**src/rtl/id_ex_stage.sv**
```systemverilog
// -----------------------------------------------------------------------------
// id_ex_stage
//   ID->EX pipeline register for the MIPS datapath, placed directly after the
//   register file. It captures the decode results (both read ports, register
//   specifiers, sign-extended immediate, control bundle) and hands them to EX
//   over a valid/ready handshake. A 2-entry skid buffer (main + skid) lets
//   in_ready be a flop instead of a combinational path from out_ready.
//
//   Optional feature: define ID_EX_WB_BYPASS_EN to forward same-cycle
//   register-file writes into the captured entry and into held entries.
//   Without it the wb_* ports are present but ignored.
//
// Ports
//   clk, rst_n          clock (rising edge), asynchronous active-low reset
//   in_valid/in_ready   decode-side handshake (in_ready is registered)
//   in_rs/in_rt/in_rd   register specifiers; in_reg_dst picks rd (1) or rt (0)
//   in_rdata1/2         register file read data
//   in_imm16            raw immediate, sign-extended on capture
//   in_ctrl             opaque control bundle (CTRL_W bits)
//   flush               synchronous kill of held and incoming entries
//   wb_reg_write/addr/data  write-back port, used only for the bypass
//   out_valid/out_ready EX-side handshake
//   out_*               fields of the main entry
// -----------------------------------------------------------------------------
module id_ex_stage #(
   parameter int CTRL_W = 8
) (
   input  logic              clk,
   input  logic              rst_n,
   input  logic              in_valid,
   output logic              in_ready,
   input  logic [4:0]        in_rs,
   input  logic [4:0]        in_rt,
   input  logic [4:0]        in_rd,
   input  logic              in_reg_dst,
   input  logic [31:0]       in_rdata1,
   input  logic [31:0]       in_rdata2,
   input  logic [15:0]       in_imm16,
   input  logic [CTRL_W-1:0] in_ctrl,
   input  logic              flush,
   input  logic              wb_reg_write,
   input  logic [4:0]        wb_addr,
   input  logic [31:0]       wb_data,
   output logic              out_valid,
   input  logic              out_ready,
   output logic [31:0]       out_rdata1,
   output logic [31:0]       out_rdata2,
   output logic [31:0]       out_imm32,
   output logic [4:0]        out_rs,
   output logic [4:0]        out_rt,
   output logic [4:0]        out_dst,
   output logic [CTRL_W-1:0] out_ctrl
);

   typedef struct packed {
      logic [31:0]       rdata1;
      logic [31:0]       rdata2;
      logic [31:0]       imm32;
      logic [4:0]        rs;
      logic [4:0]        rt;
      logic [4:0]        dst;
      logic [CTRL_W-1:0] ctrl;
   } entry_t;

   // Encoding equals the number of entries held.
   typedef enum logic [1:0] {
      EMPTY = 2'd0,
      MAIN  = 2'd1,
      SKID  = 2'd2
   } state_t;

   state_t state, state_next;
   entry_t main_q, skid_q, main_d, skid_d;
   entry_t in_raw, in_cur, main_cur, skid_cur;
   logic   in_ready_q;
   logic   in_xfer, out_xfer;

   always_comb begin
      in_raw        = '0;
      in_raw.rdata1 = in_rdata1;
      in_raw.rdata2 = in_rdata2;
      in_raw.imm32  = {{16{in_imm16[15]}}, in_imm16};
      in_raw.rs     = in_rs;
      in_raw.rt     = in_rt;
      in_raw.dst    = in_reg_dst ? in_rd : in_rt;
      in_raw.ctrl   = in_ctrl;
   end

`ifdef ID_EX_WB_BYPASS_EN
   // A write to $0 never changes the architectural value, so it is not forwarded.
   function automatic entry_t wb_fix(input entry_t e, input logic we,
                                     input logic [4:0] addr, input logic [31:0] data);
      entry_t r;
      r = e;
      if (we && addr != 5'd0) begin
         if (e.rs == addr) r.rdata1 = data;
         if (e.rt == addr) r.rdata2 = data;
      end
      return r;
   endfunction

   // Held entries are refreshed every cycle so operands never go stale in a stall.
   assign in_cur   = wb_fix(in_raw, wb_reg_write, wb_addr, wb_data);
   assign main_cur = wb_fix(main_q, wb_reg_write, wb_addr, wb_data);
   assign skid_cur = wb_fix(skid_q, wb_reg_write, wb_addr, wb_data);
`else
   logic unused_wb;
   assign unused_wb = ^{wb_reg_write, wb_addr, wb_data};
   assign in_cur    = in_raw;
   assign main_cur  = main_q;
   assign skid_cur  = skid_q;
`endif

   assign in_ready  = in_ready_q;
   assign out_valid = (state != EMPTY);
   assign in_xfer   = in_valid & in_ready_q;
   assign out_xfer  = out_valid & out_ready;

   always_comb begin
      // NOTE: every output of this block gets a default first so no latch is inferred.
      state_next = state;
      main_d     = main_cur;
      skid_d     = skid_cur;
      unique case (state)
         EMPTY: if (in_xfer) begin
            state_next = MAIN;
            main_d     = in_cur;
         end
         MAIN: unique case ({in_xfer, out_xfer})
            2'b11: main_d = in_cur;
            2'b10: begin
               state_next = SKID;
               skid_d     = in_cur;
            end
            2'b01:   state_next = EMPTY;
            default: ;
         endcase
         SKID: if (out_xfer) begin
            state_next = MAIN;
            main_d     = skid_cur;
         end
         default: state_next = EMPTY;
      endcase
      // Flush wins over any handshake; EX discards its side through its own flush.
      if (flush) state_next = EMPTY;
   end

   always_ff @(posedge clk or negedge rst_n) begin
      if (!rst_n) begin
         // NOTE: the entry registers are reset because the outputs must read 0 out of reset.
         state      <= EMPTY;
         main_q     <= '0;
         skid_q     <= '0;
         in_ready_q <= 1'b1;
      end else begin
         // NOTE: non-blocking assignments keep all flops updating from pre-edge values.
         state      <= state_next;
         main_q     <= main_d;
         skid_q     <= skid_d;
         in_ready_q <= (state_next != SKID);
      end
   end

   assign out_rdata1 = main_q.rdata1;
   assign out_rdata2 = main_q.rdata2;
   assign out_imm32  = main_q.imm32;
   assign out_rs     = main_q.rs;
   assign out_rt     = main_q.rt;
   assign out_dst    = main_q.dst;
   assign out_ctrl   = main_q.ctrl;

endmodule

```
**config.mk**
```make
export PLATFORM = sky130hd
export DESIGN_NAME = id_ex_stage
export DESIGN_NICKNAME = d
export VERILOG_FILES = /design/src/rtl/id_ex_stage.sv
export SDC_FILE = /design/constraint.sdc
export NUM_CORES = 1
export LEC_CHECK = 0
export BUFFER_PORTS_ARGS = -buffer_cell sky130_fd_sc_hd__buf_2
export CAP_MARGIN = 15
export CORE_ASPECT_RATIO = 1.1
export CORE_MARGIN = 1.5
export CORE_UTILIZATION = 27
export CTS_CLUSTER_DIAMETER = 30
export DETAILED_ROUTE_END_ITERATION = 7
export GPL_ROUTABILITY_DRIVEN = 0
export HOLD_SLACK_MARGIN = 0.1
export PLACE_DENSITY = 0.48
export SLEW_MARGIN = 20
export SYNTH_ARGS = -nofsm -noshare
export SYNTH_HDL_FRONTEND = slang
export SYNTH_SLANG_ARGS = --single-unit
export TNS_END_PERCENT = 50
```
**constraint.sdc**
```tcl
create_clock -name clk -period 5.3 [get_ports clk]
set_input_delay 0.795 -clock clk [delete_from_list [all_inputs] [get_ports clk]]
set_output_delay 0.795 -clock clk [all_outputs]
set_load 0.03 [all_outputs]
```
==> out/metrics.cfg <==
[clock_network]
numCtsBuffers = 55
cts_buffer_depth = 3
cts.sink_count = 209
htreeDepth = 2
ctsHoldBuffers = 0
post_cts_buffers = 0
tritoncts = built
path_clk_slew_ns = 0.04
cts_root_buf = clkbuf_16
cts_resized = 0
clock_latency_ns = 0.55

[timing]
fin_crit_ns = 2.369
setup_ws_ns = 2.931
slew_headroom_pct = 37.58
setup_viol = 0
max_freq_mhz = 422.1
hold_viol_final = 0
rsz0062_at_grt = false
worst_pin_slew_ns = 0.9363
fin_worst_skew_ns = 0.01807
fin_crit_sh_pct = 44.70
slew_violations = 0
tns_ns = 0

[die]
core_sq_mm = 0.03237
rows = 69
start_util_pct = 27.41
die_w_um = 175.9
die_h_um = 193.1
die_area_sq_mm = 0.03396
ioPinCount = 268

[power]
total_power_uw = 6544
pwr_density_cell_mw_per_mm2 = 540.9
peakVddDrop_v = 0.0002413
power_leakage_uw = 0.006019

[routing]
drtIter0Drc = 187
wire_per_inst_um = 15.00
ant_nets = 0
wl_mm = 21.14
dr.pass1.iters = 4
via_count = 6167
post-route-drc-count = 0
via_per_inst = 4.374

[job]
drv.max_cap_violation_count = 0

[status]
status = finished, final reports clean

[critical_path]
cp.arrival_ns = 1.57
reg2reg_depth = 4
cp.required_ns = 4.51
path_class = register to primary output
crit_path_start_kind = register
crit_path_end_kind = primary output
crit_fanout = 8

[global_route]
grt-ovfl-total = 0
grt_use_total_pct = 12.48
grt_max_degree = 207
grt_pass1_wl_mm = 33.59
grt_pass1_vias = 6285
antenna_found_initial = 2

[placed_design]
numPortBuffers = 229
place_hpwl_mm = 12.44
pre_cts_ws_ns = 2.615

[logic_synthesis]
synth_top_area_cell = dfrtp_1
syn_inst = 715
synth_top_family_by_area = multiplexers
synthSimpleGateAreaFrac_pct = 5.429
syn_area_sq_mm = 0.008874
synth_seq_cells = 209
synth-compound-area-share_pct = 6.937
ys_seq_area_share_pct = 58.95
syn_nets = 862
yosys-top-cells-area = dfrtp_1 (59%), mux2_2 (12%), mux2i_1 (12%)
synth.top_cell.area_share_pct = 58.66
synthXorXnorAreaFrac_pct = 0
synth_fa_ha_area_share_pct = 0
synth.avg_cell_area_sq_um = 12.41
yosys_warnings = 0
synth_cell_types = 24
synthMuxAreaShare_pct = 24.06

[hold_path]
hp-class = input pin to async pin

[final_layout]
multiInputGateArea_sq_mm = 0.003246
final_nets = 1089
drive_gt1_share_pct = 43.13
syn_to_final_growth_pct = 36.35
final_common_cell = buf_2
fillers = 3250
layout_common_cells = buf_2 (228), dfrtp_1 (208), a21oi_1 (109)
seqCellArea_sq_mm = 0.005231

==> final timing paths <==
check	start	to	slack, ns
setup / recovery	state[1]$_DFF_PN0_	out_valid	2.93
hold reg to reg	skid_cur[101]$_DFFE_PN0P_	skid_cur[101]$_DFFE_PN0P_	0.50
min in group clk	flush	state[0]$_DFF_PN0_	0.44
setup reg to reg	in_ready$_DFF_PN1_	skid_cur[1]$_DFFE_PN0P_	3.00
hold / removal	rst_n	out_rt[2]$_DFFE_PN0P_	0.28
max in group asynchronous	rst_n	out_rdata1[30]$_DFFE_PN0P_	3.89
==> registers in the layout, indices dropped and copies added (netlist names) <==
register    flops
in_ready        1
out_ctrl        8
out_dst         5
out_imm32      16
out_rdata1     32
out_rdata2     32
out_rs          5
out_rt          5
skid_cur      103
state           2
==> through the flow <==
stage | utilization, % | area (sq um) | cells | hold slack, ns
finish | 37.37 | 12100 | 1410 | 0.2767
global route | 37.37 | 12100 | 1410 | 0.3314
CTS | 37.36 | 12100 | 1409 | 0.3222
detailed placement | 31.64 | 10240 | 1311 | 0.4943
global placement | 31.64 | 10240 | 1311 | 0.4881
floorplan | - | 8874 | 715 | 0.4799
==> where the power goes <==
group | switching, uW | internal, uW | total [uW]
registers | 186 | 1990 | 2170
logic | 686 | 435 | 1120
clock network | 954 | 2290 | 3250
total | 1830 | 4720 | 6540
==> final cells by class <==
cell class / instances / area share [%]
sequential: 209 / 43.24
multi-input combinational: 441 / 26.83
clock buffer: 80 / 13.50
timing repair buffer: 234 / 10.18
tap: 426 / 4.405
clock inverter: 18 / 1.810
inverter: 1 / 0.03102
antenna: 1 / 0.02068
==> routing by layer <==
metal  wire length, um  global-route usage, %
met1              9085                  14.73
met3              1533                  4.549
met2              9996                  20.55
met4               527                  5.227
met5                 0                      0
==> synthesized netlist by cell type <==
| master | n |
|---|---|
| buf_2 | 28 |
| buf_1 | 1 |
| or2_2 | 1 |
| mux2i_1 | 103 |
| nand2_1 | 6 |
| nand3_1 | 1 |
| buf_4 | 33 |
| inv_1 | 1 |
| a31oi_1 | 1 |
| nor2_1 | 108 |
| mux2_2 | 98 |
| or2_1 | 1 |
| a21o_1 | 1 |
| nor2b_1 | 1 |
| a21oi_1 | 109 |
| nor4b_1 | 1 |
| dfstp_2 | 1 |
| buf_6 | 1 |
| nand3b_1 | 2 |
| o221ai_4 | 1 |
| dfrtp_1 | 208 |
| clkbuf_1 | 1 |
| nand2b_1 | 1 |
| o21ai_0 | 6 |
==> cells by family (layout without fill, tap and decap cells) <==
group / after synthesis / in the layout
flip-flops: 209 / 209
multiplexers: 201 / 201
AND/OR/NAND/NOR: 122 / 122
AO/OA/AOI/OAI: 118 / 118
buffers and inverters: 65 / 333
other: 0 / 1
==> worst max-delay path: stages, from the launching register on <==
cell and delay [ns]:
dfrtp_1 0.55, or2_1 0.23, buf_2 0.25
No activity file was read; power rests on OpenSTA's default activity.
